**config.mk**
```make
export PLATFORM = sky130hd
export DESIGN_NAME = ascii_num_scanner
export DESIGN_NICKNAME = d
export VERILOG_FILES = /design/src/rtl/ascii_num_scanner.sv
export SDC_FILE = /design/constraint.sdc
export NUM_CORES = 1
export LEC_CHECK = 0
export ABC_AREA = 1
export CAP_MARGIN = 20
export CORE_MARGIN = 8
export CORE_UTILIZATION = 49
export DETAILED_ROUTE_END_ITERATION = 8
export PLACE_DENSITY_LB_ADDON = 0.12
export REMOVE_ABC_BUFFERS = 1
export SLEW_MARGIN = 20
export SYNTH_ARGS = -nofsm -noshare
export SYNTH_HDL_FRONTEND = slang
export SYNTH_SLANG_ARGS = --single-unit
```
**constraint.sdc**
```tcl
create_clock -name clk -period 2 [get_ports clk]
set_clock_uncertainty 0.05 [all_clocks]
set_input_delay 0.6 -clock clk [delete_from_list [all_inputs] [get_ports clk]]
set_output_delay 0.6 -clock clk [all_outputs]
set_load 0.03 [all_outputs]
```
**src/rtl/ascii_num_scanner.sv**
```systemverilog
// ascii_num_scanner: splits an ASCII byte stream into whitespace-separated
// tokens and forwards the digits of purely numeric tokens as binary beats.
// Each number starts with a clear beat, is followed by up to MAX_DIGITS
// digit beats, and is closed by a num_done pulse carrying its position in
// the current line and an error flag for overflowed or malformed numbers.
module ascii_num_scanner #(
   parameter int MAX_DIGITS = 5,
   parameter int IDX_W      = 4
) (
   input  logic             clk,
   input  logic             reset,
   input  logic [7:0]       in_data,
   input  logic             in_valid,
   output logic             in_ready,
   output logic [3:0]       num_data,
   output logic             num_valid,
   output logic             num_clear,
   output logic             num_done,
   output logic             num_err,
   output logic [IDX_W-1:0] num_index,
   output logic             line_end
);

   localparam int CNT_W = $clog2(MAX_DIGITS + 1);
   localparam logic [CNT_W-1:0] MAX_CNT = CNT_W'(MAX_DIGITS);
   localparam logic [IDX_W-1:0] IDX_MAX = {IDX_W{1'b1}};

   typedef enum logic [1:0] {
      S_GAP  = 2'd0,
      S_WORD = 2'd1,
      S_NUM  = 2'd2
   } state_t;

   state_t           r_state;
   logic [CNT_W-1:0] r_cnt;
   logic             r_ovf;
   logic [IDX_W-1:0] r_idx;

   state_t           w_state_n;
   logic [CNT_W-1:0] w_cnt_n;
   logic             w_ovf_n;
   logic [IDX_W-1:0] w_idx_n;
   logic [IDX_W-1:0] w_idx_inc;
   logic [3:0]       w_data_n;
   logic             w_valid_n;
   logic             w_clear_n;
   logic             w_done_n;
   logic             w_err_n;
   logic [IDX_W-1:0] w_index_n;
   logic             w_line_end_n;

   logic w_is_digit;
   logic w_is_sep;
   logic w_is_eol;
   logic w_clr_ins;
   logic w_accept;

   assign w_is_digit = (in_data >= 8'h30) && (in_data <= 8'h39);
   assign w_is_sep   = (in_data == 8'h20) || (in_data == 8'h09);
   assign w_is_eol   = (in_data == 8'h0A) || (in_data == 8'h0D);

   // A digit arriving between tokens is held for one cycle so the clear beat
   // can go out ahead of it.
   assign w_clr_ins = !reset && (r_state == S_GAP) && in_valid && w_is_digit;
   assign in_ready  = !reset && !w_clr_ins;
   assign w_accept  = in_valid && in_ready;
   assign w_idx_inc = (r_idx == IDX_MAX) ? r_idx : (r_idx + IDX_W'(1));

   // Next-state and next-output decode for the token FSM.
   always_comb begin
      w_state_n    = r_state;
      w_cnt_n      = r_cnt;
      w_ovf_n      = r_ovf;
      w_idx_n      = r_idx;
      w_data_n     = 4'd0;
      w_valid_n    = 1'b0;
      w_clear_n    = 1'b0;
      w_done_n     = 1'b0;
      w_err_n      = 1'b0;
      w_index_n    = {IDX_W{1'b0}};
      w_line_end_n = 1'b0;
      if (w_clr_ins) begin
         w_state_n = S_NUM;
         w_cnt_n   = {CNT_W{1'b0}};
         w_ovf_n   = 1'b0;
         w_valid_n = 1'b1;
         w_clear_n = 1'b1;
      end else if (w_accept) begin
         case (r_state)
            S_GAP: begin
               if (w_is_eol) begin
                  w_line_end_n = 1'b1;
                  w_idx_n      = {IDX_W{1'b0}};
               end else if (w_is_sep) begin
                  w_state_n = S_GAP;
               end else begin
                  w_state_n = S_WORD;
               end
            end
            S_WORD: begin
               if (w_is_eol) begin
                  w_line_end_n = 1'b1;
                  w_idx_n      = {IDX_W{1'b0}};
                  w_state_n    = S_GAP;
               end else if (w_is_sep) begin
                  w_state_n = S_GAP;
               end else begin
                  w_state_n = S_WORD;
               end
            end
            S_NUM: begin
               if (w_is_digit) begin
                  if (r_cnt < MAX_CNT) begin
                     w_valid_n = 1'b1;
                     w_data_n  = in_data[3:0];
                     w_cnt_n   = r_cnt + CNT_W'(1);
                  end else begin
                     w_ovf_n = 1'b1;
                  end
               end else if (w_is_sep) begin
                  w_done_n  = 1'b1;
                  w_err_n   = r_ovf;
                  w_index_n = r_idx;
                  w_idx_n   = w_idx_inc;
                  w_state_n = S_GAP;
               end else if (w_is_eol) begin
                  w_done_n     = 1'b1;
                  w_err_n      = r_ovf;
                  w_index_n    = r_idx;
                  w_line_end_n = 1'b1;
                  w_idx_n      = {IDX_W{1'b0}};
                  w_state_n    = S_GAP;
               end else begin
                  w_done_n  = 1'b1;
                  w_err_n   = 1'b1;
                  w_index_n = r_idx;
                  w_idx_n   = w_idx_inc;
                  w_state_n = S_WORD;
               end
            end
            default: begin
               w_state_n = S_GAP;
            end
         endcase
      end else begin
         w_state_n = r_state;
      end
   end

   // State, counters and registered outputs with synchronous reset.
   always_ff @(posedge clk) begin
      if (reset) begin
         r_state   <= S_GAP;
         r_cnt     <= {CNT_W{1'b0}};
         r_ovf     <= 1'b0;
         r_idx     <= {IDX_W{1'b0}};
         num_data  <= 4'd0;
         num_valid <= 1'b0;
         num_clear <= 1'b0;
         num_done  <= 1'b0;
         num_err   <= 1'b0;
         num_index <= {IDX_W{1'b0}};
         line_end  <= 1'b0;
      end else begin
         r_state   <= w_state_n;
         r_cnt     <= w_cnt_n;
         r_ovf     <= w_ovf_n;
         r_idx     <= w_idx_n;
         num_data  <= w_data_n;
         num_valid <= w_valid_n;
         num_clear <= w_clear_n;
         num_done  <= w_done_n;
         num_err   <= w_err_n;
         num_index <= w_index_n;
         line_end  <= w_line_end_n;
      end
   end

endmodule
```
-- Yosys cells after proc, flatten, opt, wreduce, memory -nomap -nowiden
Index checks and enable logic that the tools add are counted.
- bits of input ports: 11
- bits in registers: 23
- output and inout bits: 14
- eq/ne operators: 12
- reduce and logical (&&, ||, !) cells: 24
- order comparisons: 3
- muxes and demuxes: 28
- add/sub/neg operators: 2
- bitwise gates (word level): 5
- operator list (kind ; count):
    8-bit by 4-bit == test with 1-bit output (second input constant) ; 3
    4-bit two-way mux ; 5
    1-bit two-way mux ; 15
    2-bit two-way mux ; 5
    8-bit by 6-bit == test with 1-bit output (second input constant) ; 1
    8-bit by 6-bit >= comparator with 1-bit output (second input constant) ; 1
    8-bit by 6-bit less-or-equal comparator with 1-bit output (second input constant) ; 1
    4-bit case mux with 2 select lines ; 1
    4-bit AND reduction ; 2
    1-bit logical AND ; 6
    3-bit != test (second input constant) ; 2
    2-bit case mux with 3 select lines ; 1
    3-bit AND reduction ; 2
    6-bit OR reduction ; 1
    1-bit inverter ; 5
    5-bit AND reduction ; 1
    5-bit OR reduction ; 1
    4-bit by 1-bit adder with 4-bit output (second input constant) ; 1
    4-bit == test (second input constant) ; 1
    2-bit != test (second input constant) ; 2
    2-bit nonzero test ; 2
    2-bit OR reduction ; 2
    4-bit OR reduction ; 1
    3-bit by 1-bit adder with 3-bit output (second input constant) ; 1
    9 further kinds ; 11

-- Depth between registers and ports, before layout
- depth after elaboration: 9
- depth in mapped cells: 10

-- Least setup slack after synthesis
Ideal clock, no wire load.
- kind: input-to-output
- start: input port in_data[6]
- end: output port in_ready
- cell stages on the path: 10
- buffers on the path: 0
- setup slack: -0.019 ns
- arrival: 1.369 ns
- data required time: 1.350 ns
- cell sequence: inv_1 nand2_2 nor2_2 nand2_1 inv_2 nand2_1 nor2_2 inv_2 nand2_4 inv_2
- word-level cells in the longest chain between the ends: 5
- RTL lines (element ; line ; text):
    from (decl) ; 12 ; input logic [7:0] in_data,
    8-bit by 6-bit >= comparator with 1-bit output or 8-bit by 6-bit less-or-equal comparator with 1-bit output (tied branches) ; 58 ; assign w_is_digit = (in_data >= 8'h30) && (in_data <= 8'h39);
    1-bit logical AND * ; 58 ;
    1-bit logical AND * ; 64 ; assign w_clr_ins = !reset && (r_state == S_GAP) && in_valid && w_is_digit;
    1-bit zero test * ; 65 ; assign in_ready = !reset && !w_clr_ins;
    1-bit logical AND * ; 65 ;
    to (decl) ; 14 ; output logic in_ready,
Every way passes the cells marked *; elsewhere a longest branch is shown, timed or not.

-- Worst setup path in the final report
Ends and elaborated chain as after synthesis.

==> flow_summary.yaml <==
run_status:
  status: "finished, violations left"
  violations: "negative setup slack"
global_route:
  grtUsageTotal_pct: 16.19
  antenna_found_initial: 0
  grt_pass1_wl_mm: 5.451
  grt_pass1_vias: 1285
  grt_overflow: 0
  grt_max_degree: 14
critical_path:
  cp-end-kind: "output pin"
  required_ns: 1.35
  cp_num_buf_inv: 6
  crit_path_frequent_cell: "inv_2"
  cp_cell_sequence: "buf_6 > inv_2 > nand2_2 > nor2_4 > nand2_2 > inv_2 > nand2_4 > nor2_4 > inv_2 > nand2_4 > inv_2 > buf_6"
  cp.arrival_ns: 1.48
  worst_path_max_delay_cell: "buf_6"
  critPathMaxFanout: 2
  start_kind: "input port"
  path_delay_family: "simple AND/OR/NAND/NOR gates"
  slowest_delay_ns: 0.12
  criticalPathCategory: "input port to output pin"
timing:
  finalMaxSlewViolations: 0
  post-route-period-util_pct: 106.5
  slew_headroom_pct: 78.04
  final_hold_viol_count: 0
  fmax_ghz: 0.4695
  worst_pin_slew_ns: 0.3288
  finalSetupViolations: 1
  post-route-min-period_ns: 2.130
  rsz0062_at_grt: "yes"
  fin_ws_ns: -0.1297
route:
  avgRoutedWirePerCell_um: 13.10
  firstDrtPassIters: 4
  num_vias: 1332
  drt_iter0_drc: 65
  drc: 0
  drtAntennaViolNets: 0
  viasPerCell: 5.026
  routed_wl_mm: 3.471
clocking:
  cts-root-buf: "clkbuf_4"
  cts.path.max_buffers: 2
  htree_levels: 1
  cts.sinks: 23
  cts_made_buffers: 3
  cts_tree: "done"
  insertion_delay_ns: 0.32
  path_clk_slew_ns: 0.13
synthesis:
  synth_mux_area_share_pct: 0
  syn_area_per_cell_um2: 6.829
  synthAdderAreaFrac_pct: 2.181
  synth-compound-area-share_pct: 7.852
  ys_warn_count: 0
  synth_area_um2: 1147
  synth_cell_types: 20
  synth_xor_xnor_area_share_pct: 0.7634
  synth_seq_cells: 23
  seq_area_frac_synth_pct: 40.13
  synth_top_family_by_area: "simple AND/OR/NAND/NOR gates"
  synthCells: 168
  synth_simple_gate_area_share_pct: 38.28
floorplan:
  core_um2: 2212
  die_h_um: 64.39
  ioPinCount: 25
  die_x_um: 64.39
  die_area_um2: 4146
  row_count: 17
  start_util_pct: 51.87
layout:
  area_growth_pct: 57.36
  mostFrequentLayoutCells: "buf_4, nand2_1, nor2_1, dfxtp_1, inv_1"
  final_core_util_pct: 81.62
  layout.cells.non_filler: 265
  nets: 251
  layout_commonest_cell: "buf_4"
  fin_area_um2: 1805
  n_antenna_cell: 0
  drive_gt1_share_pct: 37.97
placement:
  place.gp.congestion: 0.8894
  dp_worst_setup_slack_ns: -0.9961
  dp_cells: 238
  numPortBuffers: 24
  dp_hpwl_mm: 2.198
  postPlaceCellArea_um2: 1558
hold_path:
  hp-class: "flip-flop to flip-flop"
power:
  power_leakage_nw: 0.9620
  p_per_area_nw_per_um2: 469.0
  worst_ir_drop_vdd_mv: 0.4266
job:
  maxCapViolCount: 0
==> power by group <==
group	switching, mW	internal, mW
Clock	0.147	0.0749
Sequential	0.00288	0.463
Combinational	0.0806	0.0792
==> worst min-delay path: cells and delay by family, from the launching register on <==
kind / cells / cell delay, ns
simple gates: 1 / 0.08
compound gates: 1 / 0.04
flops: 1 / 0.36
==> registers in the layout, summed over array words and instances (netlist names) <==
register   cells
num_valid      1
num_clear      1
r_cnt          3
r_idx          4
r_ovf          1
num_err        1
r_state        2
num_data       4
line_end       1
num_index      4
num_done       1
==> final timing paths <==
path	from	end	slack [ns]	cells past startpoint
max	in_data[6]	in_ready	-0.13	12
min	r_cnt[2]$_SDFFE_PN0P_	r_cnt[2]$_SDFFE_PN0P_	0.46	2
max reg2reg	r_state[1]$_SDFFE_PP0P_	num_valid$_SDFF_PP0_	0.09	12
min reg2reg	r_cnt[2]$_SDFFE_PN0P_	r_cnt[2]$_SDFFE_PN0P_	0.46	2
==> cells in the mapped netlist <==
cell type	n	area share, %
dfxtp_1	23	40
nor2_2	3	1.6
nand2_2	3	1.6
and2_1	1	0.55
nand4_1	2	1.1
a21oi_1	7	3.1
o21ai_1	3	1.3
ha_1	2	2.2
inv_1	22	7.2
or2_1	1	0.55
nand2_4	1	0.98
xor2_1	1	0.76
nor3_1	4	1.7
inv_2	11	3.6
nand3_1	9	3.9
nand2_1	39	13
nor2_1	26	8.5
nor2_4	5	4.9
o21ai_0	1	0.44
a21oi_2	4	3.1
==> what timing repair did <==
action | CTS | global route
cloned | 0 | 0
pin swaps | 7 | 9
setup endpoints to repair | 2 | 17
hold buffers | 0 | 0
resized for setup | 42 | 19
hold endpoints to repair | 0 | 0
buffers inserted | 24 | 1
==> layer usage <==
layer  global-route usage (%)  wire length, um
met3                    4.355              274
met1                    16.35             1270
met2                    30.06             1812
met4                    7.357              113
met5                        0                0
==> metrics by stage <==
| step | hold slack [ns] | TNS (ns) | power (mW) |
|---|---|---|---|
| floorplan | 0.3911 | -0.01877 | 0.5347 |
| global placement | 0.4249 | -1.652 | 0.5972 |
| detailed placement | 0.4329 | -2.439 | 0.6011 |
| CTS | 0.4519 | -0.2388 | 0.8358 |
| global route | 0.4792 | -0.2984 | 0.8824 |
| finish | 0.4627 | -0.1297 | 0.8468 |
==> area by class of cell <==
type	instances	area (um^2)
clock buffers	3	22.52
clock inverters	1	5.005
fillers	154	406.6
inverters	33	123.9
multi-input cells	112	606.8
flip-flops and latches	23	460.4
well taps	28	35.03
repair buffers	65	551.8
==> logic make-up after synthesis <==
kind of cell | after synthesis
XOR/XNOR | 1
AND/OR/NAND/NOR | 94
flip-flops | 23
buffers and inverters | 33
adder cells (fa/ha/maj) | 2
AO/OA/AOI/OAI | 15
(Power assumes the default switching activity.)
